<file path="src/rtl/excess3_word_decoder_if.sv">
// Digit-in / word-out handshake bundle for the excess-3 word decoder.
// The slave modport is the decoder's view; master is the producer/consumer side.
interface excess3_word_decoder_if #(
  parameter int unsigned NUM_DIGITS = 4
) ();

  logic                    in_valid;
  logic                    in_ready;
  logic [3:0]              in_code;
  logic                    out_valid;
  logic                    out_ready;
  logic [4*NUM_DIGITS-1:0] out_bcd;
  logic                    out_err;

  modport slave (
    input  in_valid,
    output in_ready,
    input  in_code,
    output out_valid,
    input  out_ready,
    output out_bcd,
    output out_err
  );

  modport master (
    output in_valid,
    input  in_ready,
    output in_code,
    input  out_valid,
    output out_ready,
    input  out_bcd,
    input  out_err
  );

endinterface

</file>
<file path="src/rtl/excess3_word_decoder.sv">
// Converts a stream of excess-3 digits into packed BCD words, most significant
// digit first, with a sticky per-word flag for illegal codes.
module excess3_word_decoder #(
  parameter int unsigned NUM_DIGITS = 4
) (
  input  logic                  clk,
  input  logic                  rst,
  excess3_word_decoder_if.slave bus
);

  localparam int unsigned Width = 4 * NUM_DIGITS;
  localparam int unsigned CntW  = $clog2(NUM_DIGITS + 1);
  localparam logic [CntW-1:0] LastCnt = CntW'(NUM_DIGITS - 1);

  typedef enum logic [0:0] {StCollect, StOutput} state_e;

  state_e          state_q;
  logic [CntW-1:0] cnt_q;
  logic [Width-1:0] shift_q;
  logic [Width-1:0] bcd_q;
  logic            err_q;
  logic            in_ready_q;
  logic            out_valid_q;

  logic             accept;
  logic             code_illegal;
  logic [3:0]       digit;
  logic [Width-1:0] shift_next;

  always_comb begin
    accept       = bus.in_valid && in_ready_q;
    code_illegal = (bus.in_code < 4'h3) || (bus.in_code > 4'hC);
    digit        = code_illegal ? 4'h0 : (bus.in_code - 4'h3);
    // Shift form keeps NUM_DIGITS=1 legal (no negative slice bounds).
    shift_next   = (shift_q << 4) | Width'(digit);
  end

  always_ff @(posedge clk) begin
    if (rst) begin
      state_q     <= StCollect;
      cnt_q       <= '0;
      shift_q     <= '0;
      bcd_q       <= '0;
      err_q       <= 1'b0;
      in_ready_q  <= 1'b1;
      out_valid_q <= 1'b0;
    end else begin
      unique case (state_q)
        StCollect: begin
          if (accept) begin
            shift_q <= shift_next;
            err_q   <= err_q | code_illegal;
            if (cnt_q == LastCnt) begin
              bcd_q       <= shift_next;
              state_q     <= StOutput;
              in_ready_q  <= 1'b0;
              out_valid_q <= 1'b1;
            end else begin
              cnt_q <= cnt_q + 1'b1;
            end
          end
        end
        StOutput: begin
          if (bus.out_ready) begin
            state_q     <= StCollect;
            cnt_q       <= '0;
            err_q       <= 1'b0;
            in_ready_q  <= 1'b1;
            out_valid_q <= 1'b0;
          end
        end
        default: begin
          state_q     <= StCollect;
          in_ready_q  <= 1'b1;
          out_valid_q <= 1'b0;
        end
      endcase
    end
  end

  assign bus.in_ready  = in_ready_q;
  assign bus.out_valid = out_valid_q;
  assign bus.out_bcd   = bcd_q;
  assign bus.out_err   = err_q;

endmodule

</file>
<file path="src/flat_wrapper.sv">
// flat-port wrapper written by rule: the top's interface ports become plain ports
module excess3_word_decoder_flat 
#(
  parameter int unsigned NUM_DIGITS = 4
)
  (clk, rst, bus_in_valid, bus_in_ready, bus_in_code, bus_out_valid, bus_out_ready, bus_out_bcd, bus_out_err);
  excess3_word_decoder_if #(.NUM_DIGITS(NUM_DIGITS)) bus_i ();
  input  logic clk;
  input  logic rst;
  input wire logic [$bits(bus_i.in_valid)-1:0] bus_in_valid;
  output wire logic [$bits(bus_i.in_ready)-1:0] bus_in_ready;
  input wire logic [$bits(bus_i.in_code)-1:0] bus_in_code;
  output wire logic [$bits(bus_i.out_valid)-1:0] bus_out_valid;
  input wire logic [$bits(bus_i.out_ready)-1:0] bus_out_ready;
  output wire logic [$bits(bus_i.out_bcd)-1:0] bus_out_bcd;
  output wire logic [$bits(bus_i.out_err)-1:0] bus_out_err;
  assign bus_i.in_valid = bus_in_valid;
  assign bus_in_ready = bus_i.in_ready;
  assign bus_i.in_code = bus_in_code;
  assign bus_out_valid = bus_i.out_valid;
  assign bus_i.out_ready = bus_out_ready;
  assign bus_out_bcd = bus_i.out_bcd;
  assign bus_out_err = bus_i.out_err;
  excess3_word_decoder #(.NUM_DIGITS(NUM_DIGITS)) u_core (.clk(clk), .rst(rst), .bus(bus_i));
endmodule
</file>
<file path="config.mk">
export PLATFORM = sky130hd
export DESIGN_NAME = excess3_word_decoder_flat
export DESIGN_NICKNAME = d
export VERILOG_FILES = /design/src/rtl/excess3_word_decoder_if.sv /design/src/rtl/excess3_word_decoder.sv /design/src/flat_wrapper.sv
export SDC_FILE = /design/constraint.sdc
export NUM_CORES = 1
export LEC_CHECK = 0
export BUFFER_PORTS_ARGS = -buffer_cell sky130_fd_sc_hd__buf_2
export CAP_MARGIN = 15
export CORE_MARGIN = 5
export CORE_UTILIZATION = 48
export DETAILED_ROUTE_END_ITERATION = 7
export GPL_ROUTABILITY_DRIVEN = 0
export PLACE_DENSITY = 0.8
export SLEW_MARGIN = 20
export SYNTH_ARGS = -nofsm -noshare
export SYNTH_HDL_FRONTEND = slang
export SYNTH_SLANG_ARGS = --single-unit
</file>
<file path="constraint.sdc">
create_clock -name clk -period 1.8 [get_ports clk]
set_clock_uncertainty 0.15 [all_clocks]
set_input_delay 0.09 -clock clk [delete_from_list [all_inputs] [get_ports clk]]
set_output_delay 0.09 -clock clk [all_outputs]
set_load 0.01 [all_outputs]
</file>
# Word level (Yosys, flattened, before mapping)
# Index checks and enable logic that the tools add are counted.
# word_totals
n_memories	0
latch_bits	0
output_inout_bits	19
mem_bits_ro	0
ff_bits	35
ramBits	0
wordCells	45
# op_classes
mul	0
div_mod_pow	0
n_bitwise	3
eq_ne	5
shift	0
addsub	2
n_reduce_logical	7
order_cmp	2
muxes	19
# op_table
operator	n
$or A16 B4 Y16	1
$mux W1	10
$mux W3	3
$reduce_and A3 Y1	3
$pmux W1 S2	4
$pmux W3 S2	1
$gt A4 B4 Y1 const B	1
$lt A4 B2 Y1 const B	1
$mux W4	1
$ne A2 B1 Y1 const B	2
$ne A2 B2 Y1 const B	2
$reduce_and A2 Y1	2
$sub A4 B2 Y4 const B	1
$add A3 B1 Y3 const B	1
$eq A3 B2 Y1 const B	1
$logic_and A1 B1 Y1	1
$logic_or A1 B1 Y1	1
$not A1 Y1	1
$or A1 B1 Y1	1

# Depth between registers and ports, before layout
# Gate-level depths: netlist of run 1.
# depth
word_depth	5
depth_mapped	7
ltp_nobuf	6

# Worst setup path before layout of run 1
# No wires, ideal clock.
# synth_timing
path_kind	register to register
from	register u_core.cnt_q[0]
to	register u_core.bcd_q[6] (netlist: u_core.bus.out_bcd[6])
required_time_ps	1582
path_stages_with_launch	7
setup_slack_ps	164
arrival_ps	1419
path_cell_list	dfxtp_1 ha_1 ha_1 nand4b_2 clkbuf_1 nand2_1 a21oi_2
# synth_between
elab_chain_cells	2
# synth_lines
element	line_no	rtl
start: declaration	excess3_word_decoder.sv:18	logic [CntW-1:0] cnt_q;
start signal: assignment	excess3_word_decoder.sv:59	cnt_q <= cnt_q + 1'b1;
$eq A3 B2 Y1	excess3_word_decoder.sv:53	if (cnt_q == LastCnt) begin
$reduce_and A3 Y1 (no line)	-	
end signal: assignment	excess3_word_decoder.sv:54	bcd_q <= shift_next;
end: declaration	excess3_word_decoder.sv:20	logic [Width-1:0] bcd_q;
# Every way passes these cells.
# A chain may end at the register's enable or synchronous reset.

# Final worst setup path of run 1
# Same ends and word-level chain as after synthesis.

==> load_flow_metrics.sql, run 1 <==
INSERT INTO impl_metrics (metric_group, metric, value, unit) VALUES
('die', 'floorplan.die_area', '0.004125', 'mm2'),
('die', 'dieWidth', '64.23', 'um'),
('outcome', 'run_status', 'finished, final reports clean', ''),
('die', 'die-height', '64.23', 'um'),
('drt', 'detailedRoute.firstIterationViolations', '61', ''),
('global_route', 'wire_length_of_the_first_global_routing_pass', '4961', 'um'),
('drt', 'top_signal_layer_used', 'met4', ''),
('die', 'floorplan.core_area', '0.002781', 'mm2'),
('clock_network', 'clk_pin_slew', '0.11', 'ns'),
('drt', 'met1_length', '1278', 'um'),
('layout', 'final_nets', '210', ''),
('yosys', 'mean_area_per_synthesized_cell', '8.351', 'um2'),
('drt', 'viasPerCell', '5.352', ''),
('clock_network', 'clk_latency', '0.34', 'ns'),
('drt', 'amount_of_wire_on_met3_after_detailed_routing', '160', 'um'),
('placed_design', 'post-place-ws', '0.1205', 'ns'),
('global_route', 'grt.total_usage', '15.11', '%'),
('clock_network', 'clock_tree.buffer_depth', '2', ''),
('setup_path', 'regToRegSetupSlack', '0.10', 'ns'),
('yosys', 'synth_top_area_share', '49.65', '%'),
('timing', 'setup_violations', '0', ''),
('timing', 'timing.slew.headroom', '56.18', '%'),
('clock_network', 'clk_root_buffer_cell', 'sky130_fd_sc_hd__clkbuf_4', ''),
('yosys', 'synth-seq-area-share', '49.65', '%'),
('global_route', 'grt_max_degree', '37', ''),
('setup_path', 'timing.setup.critical_path_class', 'reg2reg', ''),
('pwr', 'power.net_switching', '0.3433', 'mW'),
('yosys', 'synth-edff-count', '0', ''),
('layout', 'final_design_area_no_fill', '0.001672', 'mm2'),
('timing', 'fin_ws', '0.1041', 'ns'),
('yosys', 'synth_ff_type', 'sky130_fd_sc_hd__dfxtp_1', ''),
('timing', 'final.period_utilization', '94.22', '%'),
('yosys', 'synth_warnings', '0', ''),
('timing', 'rsz0062_at_grt', 'false', ''),
('global_route', 'grt.overflow.total', '0', ''),
('timing', 'final.min_clock_period', '1.696', 'ns'),
('hold_path', 'hold_path_class', 'in2reg', ''),
('clock_network', 'total_cts_buffers', '5', ''),
('placed_design', 'dp_hpwl', '2003', 'um'),
('drt', 'met2_wire_length', '1353', 'um'),
('drt', 'ant_nets', '0', ''),
('die', 'initial_utilization', '50.74', '%'),
('pwr', 'report.power.total', '1.614', 'mW'),
('clock_network', 'clock-sinks', '35', ''),
('placed_design', 'post_place_cell_area', '0.001540', 'mm2'),
('pwr', 'switching_share', '21.27', '%'),
('yosys', 'yosysUniqueCellTypes', '29', ''),
('yosys', 'post_synth_main_area_contributors', 'sky130_fd_sc_hd__dfxtp_1 (50%), sky130_fd_sc_hd__nand2_1 (13%), sky130_fd_sc_hd__a21oi_1 (8.5%)', ''),
('run', 'cap_viol_max_count', '0', ''),
('drt', 'routed_wire_per_std_cell', '12.50', 'um'),
('layout', 'post_route_cells_drive_above_1_share', '21.61', '%'),
('drt', 'detailedRoute.firstPassIterationCount', '4', ''),
('pwr', 'power.static_leakage', '0.6715', 'nW'),
('timing', 'setup-tns-final', '0', 'ns'),
('clock_network', 'htreeDepth', '2', ''),
('yosys', 'synthDominantAreaCellType', 'sky130_fd_sc_hd__dfxtp_1', ''),
('layout', 'layout_commonest_cell', 'sky130_fd_sc_hd__nand2_1', ''),
('setup_path', 'worstSetupStartpointType', 'flop', ''),
('drt', 'drc_violation_count_after_routing', '0', ''),
('pwr', 'power_report.internal_total', '1.271', 'mW'),
('placed_design', 'buffer_ports.inserted', '26', ''),
('setup_path', 'timing.critical_path.required', '1.86', 'ns'),
('die', 'rows', '19', ''),
('pwr', 'power.density', '965.7', 'mW/mm2'),
('yosys', 'mappedNetlistArea', '0.001411', 'mm2'),
('setup_path', 'critPathArrivalTime', '1.76', 'ns'),
('layout', 'layout.cells.most_common_list', 'sky130_fd_sc_hd__nand2_1 (47), sky130_fd_sc_hd__dfxtp_1 (35), sky130_fd_sc_hd__buf_2 (26), sky130_fd_sc_hd__a21oi_1 (24), sky130_fd_sc_hd__nor2_1 (12)', ''),
('pwr', 'seqPwrFrac', '49.9', '%'),
('timing', 'max_clock_freq', '589.6', 'MHz'),
('global_route', 'grt_pass1_vias', '1166', ''),
('drt', 'detailroute.via_count', '1231', '');
## kinds of logic after synthesis
| family | Yosys count | synth area share [%] |
|---|---|---|
| AO/OA/AOI/OAI | 38 | 16.93 |
| adder cells (fa/ha/maj) | 4 | 3.546 |
| buffers and inverters | 14 | 5.496 |
| flip-flops | 35 | 49.65 |
| AND/OR/NAND/NOR | 78 | 24.38 |
## power by group through the flow
stage | clock network [mW] | logic (mW) | registers (mW)
2_1_floorplan | 0 | 0.0744 | 0.823
3_3_place_gp | 0 | 0.103 | 0.823
3_5_place_dp | 0 | 0.108 | 0.824
4_1_cts | 0.703 | 0.115 | 0.806
5_1_grt | 0.735 | 0.129 | 0.809
6_report | 0.693 | 0.115 | 0.806
## cell type report
| type | count | area (um2) |
|---|---|---|
| well taps | 31 | 38.79 |
| clock buffers | 6 | 41.29 |
| repair buffers | 32 | 182.7 |
| inverters | 4 | 15.01 |
| clock inverters | 2 | 60.06 |
| multi-input cells | 120 | 633.1 |
| fillers | 246 | 1110 |
| flip-flops and latches | 35 | 700.7 |
## metrics by stage
| step | utilization [%] | hold WS (ns) | instances |
|---|---|---|---|
| floorplan | - | 0.08468 | 169 |
| global placement | 55.38 | 0.2360 | 219 |
| detailed placement | 55.38 | 0.2534 | 219 |
| CTS | 60.10 | 0.05996 | 230 |
| global route | 60.10 | 0.1107 | 230 |
| finish | 60.10 | 0.06702 | 230 |
## critical path, stage by stage, from the launching register on
cell	delay, ns
sky130_fd_sc_hd__dfxtp_1	0.38
sky130_fd_sc_hd__ha_1	0.17
sky130_fd_sc_hd__ha_1	0.26
sky130_fd_sc_hd__nand4b_2	0.22
sky130_fd_sc_hd__buf_4	0.25
sky130_fd_sc_hd__nand2_1	0.10
sky130_fd_sc_hd__a21oi_2	0.06
## registers in the layout, summed over array words and instances, names as in the netlist
name and flops:
u_core.cnt_q 3, u_core.bus.out_bcd 16, u_core.shift_q 12, u_core.bus.out_valid 1, u_core.state_q 1, u_core.bus.out_err 1, u_core.bus.in_ready 1
## what timing repair did
action	CTS	global route
hold endpoints to repair	6	0
hold buffers	3	0
buffers inserted	0	0
## synthesized netlist by cell type (all sizes together) (2+ instances only)
master and number:
a211oi 2, nand2 47, dfxtp 35, a21oi 27, nand3 4, ha 4
nor3 6, nand2b 3, a22oi 2, nor2 12, clkbuf 5, inv 4
buf 5
## routing by layer
metal  track usage [%]  up-vias
li1                  -      625
met1             17.47      567
met2             24.37       31
met3             4.203        8
met4             9.669        0
met5                 0        -
## worst paths after layout
path / from / end / depth (start not counted)
worst min register to register: u_core.bus.out_bcd[11] / u_core.bus.out_bcd[11] / 2
worst min-delay path: bus_in_code[2] / u_core.bus.out_bcd[2] / 4
worst max register to register: u_core.cnt_q[0] / u_core.bus.out_bcd[6] / 6
worst max-delay path: u_core.cnt_q[0] / u_core.bus.out_bcd[6] / 6
No activity file was read; power rests on OpenSTA's default activity.
==> run 2: changes to the inputs <==
==> constraint.sdc (replaced) <==
create_clock -name clk -period 1.5 [get_ports clk]
set_clock_uncertainty 0.15 [all_clocks]
set_input_delay 0.075 -clock clk [delete_from_list [all_inputs] [get_ports clk]]
set_output_delay 0.075 -clock clk [all_outputs]
set_load 0.01 [all_outputs]
==> load_flow_metrics.sql, run 2 (same netlist as run 1, synthesis figures left out) <==
INSERT INTO impl_metrics (metric_group, metric, value, unit) VALUES
('setup_path', 'timing.reg2reg.worst_path_depth', '5', ''),
('setup_path', 'critical-path-top-delay-family', 'compound AO/OA/AOI/OAI gates', ''),
('setup_path', 'worst-path-buf-inv', '0', ''),
('setup_path', 'worstSetupStartpointType', 'flop', ''),
('setup_path', 'crit_fanout', '7', ''),
('setup_path', 'timing.rr.end', 'u_core.cnt_q[0]', ''),
('pwr', 'vdd_drop_max', '0.7493', 'mV'),
('timing', 'max_clock_freq', '689.2', 'MHz'),
('pwr', 'power.static_leakage', '0.6665', 'nW'),
('layout', 'post_route_cells_drive_above_1_share', '26.47', '%'),
('layout', 'syn2layout_area_growth', '19.95', '%'),
('timing', 'setup_violations', '0', ''),
('drt', 'detailedRoute.firstPassIterationCount', '4', ''),
('die', 'floorplan.core_area', '0.002781', 'mm2'),
('die', 'rows', '19', ''),
('drt', 'viasPerCell', '5.540', ''),
('timing', 'max_slew_violation_total_from_the_final_report', '0', ''),
('clock_network', 'clk_pin_slew', '0.10', 'ns'),
('global_route', 'wire_length_of_the_first_global_routing_pass', '5195', 'um'),
('timing', 'fin_ws', '0.04908', 'ns'),
('global_route', 'grt.overflow.total', '0', ''),
('die', 'die-height', '64.23', 'um'),
('die', 'initial_utilization', '50.74', '%'),
('drt', 'top_signal_layer_used', 'met4', ''),
('drt', 'drt_wl_total', '3290', 'um'),
('pwr', 'power.density', '949.9', 'mW/mm2'),
('setup_path', 'worst_setup_path_startpoint', 'u_core.cnt_q[1]', ''),
('setup_path', 'worst_setup_path_end_kind', 'flop', ''),
('clock_network', 'cts_tree', 'done', ''),
('setup_path', 'timing.setup.critical_path_class', 'reg2reg', ''),
('placed_design', 'buffer_ports.inserted', '26', ''),
('timing', 'setup-tns-final', '0', 'ns'),
('setup_path', 'regToRegSetupSlack', '0.05', 'ns'),
('timing', 'final-hold-violation-count', '0', ''),
('drt', 'detailroute.via_count', '1302', ''),
('clock_network', 'clock_tree.buffer_depth', '2', ''),
('die', 'floorplan.die_area', '0.004125', 'mm2'),
('setup_path', 'cp_num_cells', '5', ''),
('layout', 'layout_commonest_cell', 'sky130_fd_sc_hd__nand2_1', ''),
('run', 'cap_viol_max_count', '0', ''),
('clock_network', 'total_cts_buffers', '5', ''),
('timing', 'timing.slew.headroom', '65.62', '%'),
('clock_network', 'clk_latency', '0.34', 'ns'),
('global_route', 'antenna_found_initial', '0', ''),
('pwr', 'report.power.total', '1.608', 'mW'),
('clock_network', 'clock-sinks', '35', ''),
('setup_path', 'cpPeakStageDelay', '0.35', 'ns'),
('outcome', 'run_status', 'finished, final reports clean', ''),
('layout', 'antenna-diode-count', '0', ''),
('global_route', 'grt.total_usage', '15.84', '%'),
('layout', 'finalCoreUtilization', '60.86', '%'),
('timing', 'final.min_clock_period', '1.451', 'ns'),
('layout', 'largest_register_ffs', '16', ''),
('global_route', 'grt_pass1_vias', '1223', ''),
('clock_network', 'clk_root_buffer_cell', 'sky130_fd_sc_hd__clkbuf_4', ''),
('drt', 'met2_wire_length', '1661', 'um'),
('timing', 'final.period_utilization', '96.73', '%'),
('layout', 'layout.cells.most_common_list', 'sky130_fd_sc_hd__nand2_1 (47), sky130_fd_sc_hd__dfxtp_1 (31), sky130_fd_sc_hd__buf_2 (27), sky130_fd_sc_hd__a21oi_1 (24), sky130_fd_sc_hd__nor2_1 (12)', ''),
('drt', 'detailedRoute.firstIterationViolations', '47', ''),
('global_route', 'grt_max_degree', '28', ''),
('clock_network', 'htreeDepth', '2', ''),
('setup_path', 'timing.critical_path.cells', 'ha_2, ha_4, nor2_1, a2111o_1, o41ai_1', ''),
('die', 'dieWidth', '64.23', 'um'),
('drt', 'ant_nets', '0', ''),
('drt', 'routed_wire_per_std_cell', '14.00', 'um'),
('hold_path', 'hold_path_class', 'in2reg', ''),
('setup_path', 'r2r_start', 'u_core.cnt_q[1]', ''),
('placed_design', 'dp_hpwl', '2170', 'um'),
('drt', 'drc_violation_count_after_routing', '0', ''),
('drt', 'amount_of_wire_on_met3_after_detailed_routing', '227', 'um'),
('setup_path', 'timing.critical_path.required', '1.59', 'ns'),
('timing', 'tightestPinTransition', '0.5157', 'ns'),
('setup_path', 'critPathArrivalTime', '1.54', 'ns'),
('setup_path', 'critical_path.endpoint', 'u_core.cnt_q[0]', ''),
('die', 'top_level_ports', '27', ''),
('setup_path', 'critical-path-slowest-cell', 'sky130_fd_sc_hd__a2111o_1', ''),
('placed_design', 'post-place-ws', '-0.04797', 'ns'),
('drt', 'met1_length', '1346', 'um'),
('layout', 'final_nets', '215', '');
-- run 2: where the power goes --
group	switching, mW	leakage (nW)	internal [mW]
sequential	0.0156	0.284	0.953
combinational	0.0913	0.353	0.0611
clock	0.304	0.0293	0.183
-- run 2: what timing repair did --
action,CTS,global route
endpoints found under the setup margin,12,19
cloned,0,3
buffers inserted,0,0
pin swaps,0,3
endpoints found under the hold margin,4,0
gates resized for setup,3,4
hold buffers,2,0
-- run 2: tightest hold or removal path, delay by kind of cell --
kind	cells	cell delay, ns
AO/OA/AOI/OAI	1	0.07
buffers and inverters	1	0.13
AND/OR/NAND/NOR	2	0.18
-- run 2: cell type report --
type                       count  area, um2
clock buffer                   7      45.04
multi-input combinational    122      679.4
fill                         233       1089
sequential                    35      705.7
inverter                       4      15.01
tap                           31      38.79
timing repair buffer          35      203.9
clock inverter                 1      5.005
-- run 2: how the worst min path moves through the flow --
stage | startpoint | to | slack [ns] | cells past startpoint
floorplan | bus_out_ready | u_core.bus.in_ready | 0.07 | 1
global route | bus_in_code[0] | u_core.bus.out_bcd[0] | 0.03 | 4
CTS | bus_in_code[0] | u_core.bus.out_bcd[0] | 0.01 | 4
finish | bus_in_code[0] | u_core.bus.out_bcd[0] | 0.002 | 4
detailed placement | bus_out_ready | u_core.bus.in_ready | 0.23 | 2
global placement | bus_out_ready | u_core.bus.in_ready | 0.22 | 2
-- run 2: stage by stage --
stage                     hold slack [ns]  std cells  instance area [um2]
after floorplan                   0.06956        169                 1426
after global placement             0.2188        222                 1574
after detailed placement           0.2296        222                 1574
after CTS                         0.01299        232                 1660
after global routing              0.03343        235                 1693
final                            0.001730        235                 1693
-- run 2: layer usage --
| layer | up-vias | global-route usage [%] |
|---|---|---|
| li1 | 642 | - |
| met1 | 610 | 16.86 |
| met2 | 45 | 27.39 |
| met3 | 5 | 6.480 |
| met4 | 0 | 6.870 |
| met5 | - | 0 |
